### config.mk
export PLATFORM = sky130hd
export DESIGN_NAME = decoder_scan_sequencer
export DESIGN_NICKNAME = d
export VERILOG_FILES = /design/src/rtl/decoder_scan_sequencer.sv
export SDC_FILE = /design/constraint.sdc
export NUM_CORES = 1
export LEC_CHECK = 0
export CORE_MARGIN = 1.5
export CORE_UTILIZATION = 30
export DETAILED_ROUTE_END_ITERATION = 10
export PLACE_DENSITY_LB_ADDON = 0.15
export SYNTH_ARGS = -nofsm -noshare
export SYNTH_HDL_FRONTEND = slang
export SYNTH_SLANG_ARGS = --single-unit
### constraint.sdc
create_clock -name clk -period 6 [get_ports clk]
set_clock_uncertainty 0.1 [all_clocks]
set_input_delay 1.2 -clock clk [delete_from_list [all_inputs] [get_ports clk]]
set_output_delay 1.2 -clock clk [all_outputs]
set_load 0.005 [all_outputs]
### src/rtl/decoder_scan_sequencer.sv
// Select-code scan sequencer for a 3-to-8 decoder: walks the enabled channels of a mask with a programmable dwell.
// Optional feature macro: SCAN_PAUSE_EN adds a 'pause' input that freezes the dwell counter and code.
module decoder_scan_sequencer #(
  parameter int DWELL_W = 8
) (
  input  logic               clk,
  input  logic               rst,
  input  logic               start,
  input  logic               stop,
`ifdef SCAN_PAUSE_EN
  input  logic               pause,
`endif
  input  logic               continuous,
  input  logic [DWELL_W-1:0] dwell,
  input  logic [7:0]         ch_mask,
  output logic               a,
  output logic               b,
  output logic               c,
  output logic               code_valid,
  output logic               busy,
  output logic               done,
  output logic               wrap
);

  typedef enum logic {IDLE, DWELL} state_t;

  state_t             state_q, state_d;
  logic [2:0]         code_q, code_d;
  logic [DWELL_W-1:0] cnt_q, cnt_d;
  logic [DWELL_W-1:0] dwell_q, dwell_d;
  logic [7:0]         mask_q, mask_d;
  logic               cont_q, cont_d;
  logic               code_valid_q, code_valid_d;
  logic               busy_q, busy_d;
  logic               done_q, done_d;
  logic               wrap_q, wrap_d;
  logic               pause_active;
  logic [3:0]         next_hit;

`ifdef SCAN_PAUSE_EN
  assign pause_active = pause;
`else
  assign pause_active = 1'b0;
`endif

  function automatic logic [2:0] lowest_code(input logic [7:0] m);
    logic [2:0] idx;
    idx = '0;
    for (int i = 7; i >= 0; i--) begin
      if (m[i]) idx = 3'(i);
    end
    return idx;
  endfunction

  // Returns {found, code} for the lowest enabled channel strictly above cur.
  function automatic logic [3:0] next_code(input logic [7:0] m, input logic [2:0] cur);
    logic       found;
    logic [2:0] idx;
    found = 1'b0;
    idx   = '0;
    for (int i = 7; i >= 0; i--) begin
      if (m[i] && (i > int'(cur))) begin
        found = 1'b1;
        idx   = 3'(i);
      end
    end
    return {found, idx};
  endfunction

  assign next_hit = next_code(mask_q, code_q);

  always_comb begin
    state_d      = state_q;
    code_d       = code_q;
    cnt_d        = cnt_q;
    dwell_d      = dwell_q;
    mask_d       = mask_q;
    cont_d       = cont_q;
    code_valid_d = code_valid_q;
    busy_d       = busy_q;
    done_d       = 1'b0;
    wrap_d       = 1'b0;
    case (state_q)
      IDLE: begin
        if (start && !stop) begin
          if (ch_mask == 8'h00) begin
            done_d = 1'b1;
          end else begin
            mask_d       = ch_mask;
            dwell_d      = dwell;
            cont_d       = continuous;
            code_d       = lowest_code(ch_mask);
            cnt_d        = dwell;
            code_valid_d = 1'b1;
            busy_d       = 1'b1;
            state_d      = DWELL;
          end
        end
      end
      DWELL: begin
        if (stop) begin
          code_valid_d = 1'b0;
          busy_d       = 1'b0;
          state_d      = IDLE;
        end else if (!pause_active) begin
          if (cnt_q != '0) begin
            cnt_d = cnt_q - DWELL_W'(1);
          end else if (next_hit[3]) begin
            code_d = next_hit[2:0];
            cnt_d  = dwell_q;
          end else if (cont_q) begin
            code_d = lowest_code(mask_q);
            cnt_d  = dwell_q;
            wrap_d = 1'b1;
          end else begin
            // End of a single sweep: the last code stays on the select lines.
            code_valid_d = 1'b0;
            busy_d       = 1'b0;
            done_d       = 1'b1;
            state_d      = IDLE;
          end
        end
      end
      default: state_d = IDLE;
    endcase
  end

  always_ff @(posedge clk) begin
    if (rst) begin
      state_q      <= IDLE;
      code_q       <= '0;
      cnt_q        <= '0;
      dwell_q      <= '0;
      mask_q       <= '0;
      cont_q       <= 1'b0;
      code_valid_q <= 1'b0;
      busy_q       <= 1'b0;
      done_q       <= 1'b0;
      wrap_q       <= 1'b0;
    end else begin
      state_q      <= state_d;
      code_q       <= code_d;
      cnt_q        <= cnt_d;
      dwell_q      <= dwell_d;
      mask_q       <= mask_d;
      cont_q       <= cont_d;
      code_valid_q <= code_valid_d;
      busy_q       <= busy_d;
      done_q       <= done_d;
      wrap_q       <= wrap_d;
    end
  end

  assign a          = code_q[2];
  assign b          = code_q[1];
  assign c          = code_q[0];
  assign code_valid = code_valid_q;
  assign busy       = busy_q;
  assign done       = done_q;
  assign wrap       = wrap_q;

endmodule

==> results.cfg <==
[logic_synthesis]
async_reset_ff_share_pct = 0
synth-edff-count = 0
syn_area_um2 = 1880
yosys_warnings = 0
synth_cell_type_count = 47
synth-main-ff-cell = dfxtp_1
seq_area_frac_synth_pct = 34.1
synth.ff_latch_count = 32
syn_nets = 262
syn_inst = 239
syn_avg_cell_area_um2 = 7.85

[cts]
path_clk_slew_ns = 0.07
cts_setup_buffers = 0
h-tree-depth = 2
cts.path.max_buffers = 2
numCtsBuffers = 5
clk_latency_ns = 0.28
cts_tree = built
cts_hold_buf = 0
clock-sinks = 32
cts_root_buf = clkbuf_8
ctsResizeCount = 0

[timing]
tightest_slew_ns = 0.882
maxSlewHeadroom_pct = 41.2
fin_crit_sh_pct = 61.9
fin_setup_tns_ns = 0
hold_violations = 0
fmax_mhz = 269
drv_slew = 0
period_minus_slack_ns = 3.71
setup_violations = 0
rsz0062_at_grt = false

[die]
std_cell_rows = 28
ios = 28
die_area_um2 = 6740
die_y_um = 82.1
fp.dieW_um = 82.1
core_area_um2 = 5990
initial_core_util_pct = 31.3

[placed_design]
io_buffers = 27
place_area_um2 = 2190
dp_hpwl_um = 3300
gp_congestion = 0.819

[global_routing]
first_global_vias = 1514
grt_pass1_wl_um = 7770
globalRouteTotalUtil_pct = 15.0
grt_overflow = 0
antenna_found_initial = 0
grt_max_degree = 36

[detailed_routing]
drc = 0
routedWlPerCell_um = 13.9
vias_per_cell = 5.06
dr_total_vias = 1711
final_antenna_net_count = 0
drt_iter0_drc = 121
firstDrtPassIters = 4
routed_wl_um = 4700

[critical_path]
cp_top_family = compound AO/OA/AOI/OAI gates
critPathSlowestCell = o21ai_2
critPathLaunch = ch_mask[0]
critPathMaxStageDelay_ns = 0.73
path_class = in2reg
critical_path.cell_chain = clkdlybuf4s50_1, or4_1, o21ai_2, a22oi_1, o21ai_0, nor3_1, a211oi_1
end_kind = flop
r2r-start = cnt_q[4]$_SDFFE_PP0P_
worst_ep_arrival_time_ns = 3.81
crit_required_ns = 6.10
path_max_fanout = 17
path_buf_inv = 1
critPathLaunchType = input pin

[flow_run]
timing.max_cap.violations = 0

[layout]
diodes = 0
fin_area_um2 = 2280
area_growth_pct = 21.5
layout.cells.most_common = nand2_1
drive_above_1_share_pct = 7.60
num-fill-cells = 626
final_nets = 285
final_cell_mix = nand2_1 (33), dfxtp_1 (32), clkdlybuf4s50_1 (27)

[run_status]
status = finished clean

[pwr]
peakVddDrop_uv = 108
power_per_cell_area_nw_per_um2 = 240
p_leak_nw = 0.843

[worst_hold_path]
hp-start = busy$_SDFFE_PP0P_
hp-class = reg2reg
==> layout make-up <==
cell class / count / area, um2 / area share (%)
clock buffers: 6 / 82.6 / 3.62
clock inverters: 2 / 10.0 / 0.439
inverters: 12 / 45.0 / 1.97
multi-input cells: 182 / 1120 / 49.3
flip-flops and latches: 32 / 641 / 28.1
well taps: 75 / 93.8 / 4.11
repair buffers: 29 / 285 / 12.5
==> synth_stat cells, types with 5 or more instances <==
| cell type | instances | area share, % |
|---|---|---|
| clkbuf_1 | 7 | 1.4 |
| a21oi_1 | 21 | 5.6 |
| mux2i_1 | 10 | 5.3 |
| inv_1 | 11 | 2.2 |
| dfxtp_1 | 32 | 34 |
| nor2_1 | 24 | 4.8 |
| nand2_1 | 33 | 6.6 |
| o21ai_0 | 5 | 1.3 |
| nor3_1 | 11 | 2.9 |
| nand2b_1 | 8 | 2.7 |
| nand3_1 | 5 | 1.3 |
| a211oi_1 | 5 | 2.0 |
==> report_power, final <==
group | total (mW) | switching (mW) | leakage (nW) | internal, mW
registers | 0.243 | 0.0182 | 0.262 | 0.225
clock network | 0.172 | 0.0802 | 0.0510 | 0.0915
logic | 0.133 | 0.0706 | 0.530 | 0.0622
total | 0.548 | 0.169 | 0.843 | 0.379
==> metrics by stage <==
step | hold WS, ns | utilization [%] | power (mW) | instances | worst slack [ns]
after floorplan | 0.350 | - | 0.342 | 239 | 3.13
after global placement | 0.363 | 36.5 | 0.381 | 330 | 2.06
after detailed placement | 0.360 | 36.5 | 0.381 | 330 | 1.99
after CTS | 0.379 | 38.1 | 0.554 | 338 | 2.27
after global routing | 0.399 | 38.1 | 0.584 | 338 | 2.12
final | 0.373 | 38.1 | 0.548 | 338 | 2.29
==> per-layer routing <==
| layer | track usage (%) | wire length [um] | share of wire (%) | up-vias |
|---|---|---|---|---|
| met2 | 21.6 | 1970 | 42 | 37 |
| met4 | 5.08 | 49 | 1.0 | 0 |
| met1 | 21.8 | 2460 | 52 | 761 |
| met3 | 3.41 | 217 | 4.6 | 4 |
| li1 | - | - | - | 909 |
| met5 | 0 | 0 | 0 | - |
==> worst min-delay path, cell delays in order, from the launching register on <==
cell      delay, ns
dfxtp_1        0.32
inv_1          0.05
a211oi_1       0.06
==> flip-flops by register name, indices dropped and copies added, names as in the netlist <==
signal / count
busy: 1
wrap: 1
cnt_q: 8
dwell_q: 8
cont_q: 1
code_q: 3
done: 1
mask_q: 8
state_q: 1
==> logic make-up (layout without fill, tap and decap cells) <==
group / Yosys count / after routing / share of synthesized area, %
buf+inv: 25 / 49 / 6.20
flops: 32 / 32 / 34.1
simple gates: 98 / 98 / 25.2
mux: 10 / 10 / 5.33
compound gates: 68 / 68 / 25.9
xor+xnor: 4 / 4 / 1.87
fa+ha+maj: 2 / 2 / 1.33
==> worst paths after layout <==
kind	endpoint	slack, ns	depth (start not counted)
max	code_q[2]$_SDFFE_PP0P_	2.29	7
min reg2reg	busy$_SDFFE_PP0P_	0.37	2
min	busy$_SDFFE_PP0P_	0.37	2
max reg2reg	cnt_q[5]$_SDFFE_PP0P_	3.10	5
Note: power is estimated with default switching activity, not from simulation.
==> edit 1 (same flow settings) <==
Set the parameter `DWELL_W` to 10 (it was 8).
--- a/src/rtl/decoder_scan_sequencer.sv
+++ b/src/rtl/decoder_scan_sequencer.sv
@@ -3,3 +3,3 @@
 module decoder_scan_sequencer #(
-  parameter int DWELL_W = 8
+  parameter int DWELL_W = 10
 ) (
Ports: changed (resized dwell); port bits go from 28 to 30. The function was not compared with the original's and may differ.
==> edit 1 against the unedited design <==
  * The flow now finishes with violations (DRC)
  * Power grew 3.5%
  * Wire length increased by 18%
  * Final area is 8.0% higher
  * Sequential cell count is 4 higher
  * Synthesized area up 8.9%
  * Die area increased by 8.6%
  * Critical endpoint is now cnt_q[4]
  * First-iteration DRC count down 17%
  * Critical path type is now register to register
  * Sequential power grew 12%
  * Setup slack improved by 0.35 ns
  * Largest cell class unchanged
==> edit 1: results <==
setup_path:
  crit_arrival_ns: 3.41
  crit_fanout: 18
synthesis:
  syn_inst: 254
  ys_types: 51
  ys_top_cells_by_area: "dfxtp_1 (35%), mux2i_1 (10%), nor2_1 (7.5%)"
  yosysSeqAreaShare_pct: 35.3
  synth_common_cells: "nor2_1 (41), dfxtp_1 (36), a21oi_1 (21), mux2i_1 (21), nand2_1 (13)"
placement:
  hpwl_um: 3780
  dp.cells: 346
  place_ws_ns: 2.67
  routabilityCongestion: 0.787
cts:
  clockBufferDepth: 2
run_status:
  status: "finished with violations"
  violations: "DRC"
global_route:
  gr-usage-all-layers_pct: 15.5
  grt_max_degree: 38
  grt_pass1_wl_um: 9030
  first_global_vias: 1758
drt:
  drc: 1
  routed_wl_um: 5550
  drt_iter0_drc: 101
  vias: 1915
cells_and_area:
  final_cells: 353
  fin_nets: 300
  drive_gt1_share_pct: 5.43
pwr:
  vdd_drop_max_v: 0.000120
timing:
  slew_headroom_pct: 55.4
## edit 1: final cells by class
cell class	count	area, um2	share of cell area [%]
Clock inverter	1	5.00	0.203
Tap cell	77	96.3	3.91
Inverter	8	30.0	1.22
Sequential cell	36	721	29.3
Multi-Input combinational cell	193	1230	49.8
Timing Repair Buffer	32	313	12.7
Clock buffer	6	72.6	2.95
## edit 1: stage by stage
step	total power (uW)	util, %	instance area (um2)	hold slack (ns)
after floorplan	364	-	2040	0.351
after global placement	410	36.9	2390	0.378
after detailed placement	410	36.9	2390	0.384
after CTS	572	38.1	2460	0.398
after global routing	599	38.1	2460	0.426
final	567	38.1	2460	0.390
## edit 1: final timing paths
check             start          to  slack, ns  depth (start not counted)
max reg2reg     state_q    cnt_q[4]       2.63                          6
min reg2reg  dwell_q[8]  dwell_q[8]       0.39                          2
min          dwell_q[8]  dwell_q[8]       0.39                          2
max             state_q    cnt_q[4]       2.63                          6
## edit 1: per-layer routing
metal | routed length, um | vias to the layer above | share of wire, % | global-route usage, %
li1 | - | 985 | - | -
met1 | 2890 | 878 | 52 | 22.9
met2 | 2320 | 47 | 42 | 23.6
met3 | 284 | 5 | 5.1 | 2.60
met4 | 54 | 0 | 0.97 | 3.67
met5 | 0 | - | 0 | 0
## edit 1: logic make-up (layout without fill, tap and decap cells)
group	after synthesis	count (layout)	synth area share [%]
compound gates	73	73	25.0
xor+xnor	5	5	2.14
fa+ha+maj	1	1	0.612
buf+inv	25	47	4.96
flops	36	36	35.3
mux	21	21	10.3
simple gates	93	93	21.8
## edit 1: critical path, stage by stage (launching register included)
cell and delay [ns]:
dfxtp_1 0.75, clkinv_1 0.67, or4_1 0.74, nor2_1 0.14
nand4b_1 0.45, a21oi_1 0.30, a311oi_1 0.07
## edit 1: report_power, final
group	total, uW	switching [uW]	internal [uW]
clock network	162	82.9	78.9
logic	134	71.4	62.9
registers	271	18.5	253
total	567	173	394
==> edit 2 (config.mk and constraints unchanged) <==
Without the edit above. The output `done` loses its register stage (`done_q` becomes a continuous assignment).
--- a/src/rtl/decoder_scan_sequencer.sv
+++ b/src/rtl/decoder_scan_sequencer.sv
@@ -137,3 +137,2 @@
       busy_q       <= 1'b0;
-      done_q       <= 1'b0;
       wrap_q       <= 1'b0;
@@ -148,3 +147,2 @@
       busy_q       <= busy_d;
-      done_q       <= done_d;
       wrap_q       <= wrap_d;
@@ -152,2 +150,4 @@
   end
+
+  assign done_q = done_d;
 
Check against the original RTL: not equivalent (Yosys sat finds a counterexample within 4 cycles, from zero or initial values and one cycle with rst high).
==> edit 2 against the unedited design <==
  * First-iteration DRC count fell by 27%
  * Synthesized area grew 1.9%
  * Worst hold slack better by 0.019 ns
  * Combinational power up 39%
  * Power rose by 9.4%
  * Setup slack got worse by 0.82 ns
  * Final area grew 1.6%
  * Wire length grew 5.2%
  * Sequential cell count fell by 1
==> edit 2: results <==
synthesis:
  synth_common_cells: "nor2_1 (41), dfxtp_1 (31), mux2i_1 (22)"
  syn_nets: 257
  synth_xor_area_share_pct: 0.916
  ys_types: 54
  ys_top_cells_by_area: "dfxtp_1 (32%), mux2i_1 (12%), nor2_1 (8.0%)"
  synth_compound_area_share_pct: 23.4
drt:
  vias: 1754
  routedWlPerCell_um: 14.9
setup_path:
  critPathMaxStageDelay_ns: 0.70
  crit_arrival_ns: 3.23
  crit_fanout: 5
  reg2reg_to: "code_q[1]"
  cp_slowest_cell: "nor4_1"
  r2r_slack_ns: 3.02
global_route:
  grt_max_degree: 31
  gr-usage-all-layers_pct: 14.9
  grt_pass1_wl_um: 8290
cells_and_area:
  drive_gt1_share_pct: 7.03
  fillCellCount: 646
  fin_nets: 279
pwr:
  p_leak_uw: 0.000867
  p_comb_share_pct: 30.8
  vdd_drop_max_v: 0.0000974
timing:
  tightest_slew_ns: 1.01
min_path:
  min-delay-start: "dwell_q[0]"
  hold_end: "dwell_q[0]"
run_status:
  status: "complete, no violations"
-- edit 2: kinds of logic (layout without fill, tap and decap cells) --
| family | count (synthesis) | in the layout |
|---|---|---|
| and+or+nand+nor | 91 | 91 |
| AOI/OAI and AO/OA | 60 | 60 |
| DFF | 31 | 31 |
| buffers and inverters | 25 | 47 |
| muxes | 23 | 23 |
| adders and majority gates | 2 | 2 |
| xor gates and xnor gates | 2 | 2 |
-- edit 2: power by group through the flow --
stage	clock network (uW)	registers, uW	logic, uW
after floorplan	0	238	147
after global placement	0	250	184
after detailed placement	0	250	185
after CTS	174	246	187
after global routing	184	250	207
final	169	246	185
-- edit 2: how the worst max path moves through the flow --
stage | slack [ns] | to | from | cells after the start
finish | 1.47 | done | ch_mask[4] | 5
global route | 1.38 | done | ch_mask[4] | 5
CTS | 1.46 | done | ch_mask[4] | 5
detailed placement | 1.47 | done | ch_mask[4] | 5
global placement | 1.57 | done | ch_mask[4] | 5
floorplan | 2.67 | done | ch_mask[0] | 4
-- edit 2: metal layers --
| metal | vias to the layer above | share of wire (%) | GRT usage (%) |
|---|---|---|---|
| li1 | 896 | - | - |
| met1 | 814 | 53 | 22.1 |
| met2 | 42 | 42 | 21.0 |
| met3 | 2 | 3.8 | 3.28 |
| met4 | 0 | 0.99 | 5.15 |
| met5 | - | 0 | 0 |
-- edit 2: through the flow --
step	setup slack, ns	area [um2]	std cells	hold slack [ns]
4_1_cts	1.46	2320	331	0.402
6_report	1.47	2320	331	0.392
3_3_place_gp	1.57	2230	324	0.377
5_1_grt	1.38	2320	331	0.425
3_5_place_dp	1.47	2230	324	0.386
2_1_floorplan	2.67	1910	234	0.355
-- edit 2: layout make-up --
class	instances	share of cell area [%]
flip-flops and latches	31	26.8
clock buffers	6	3.56
clock inverters	1	0.216
multi-input cells	178	51.5
well taps	75	4.05
repair buffers	28	12.0
inverters	12	1.94
-- edit 2: critical path, delay by kind of cell --
kind / cells / cell delay (ns)
simple gates: 2 / 0.85
compound gates: 1 / 0.18
buf+inv: 2 / 1.00
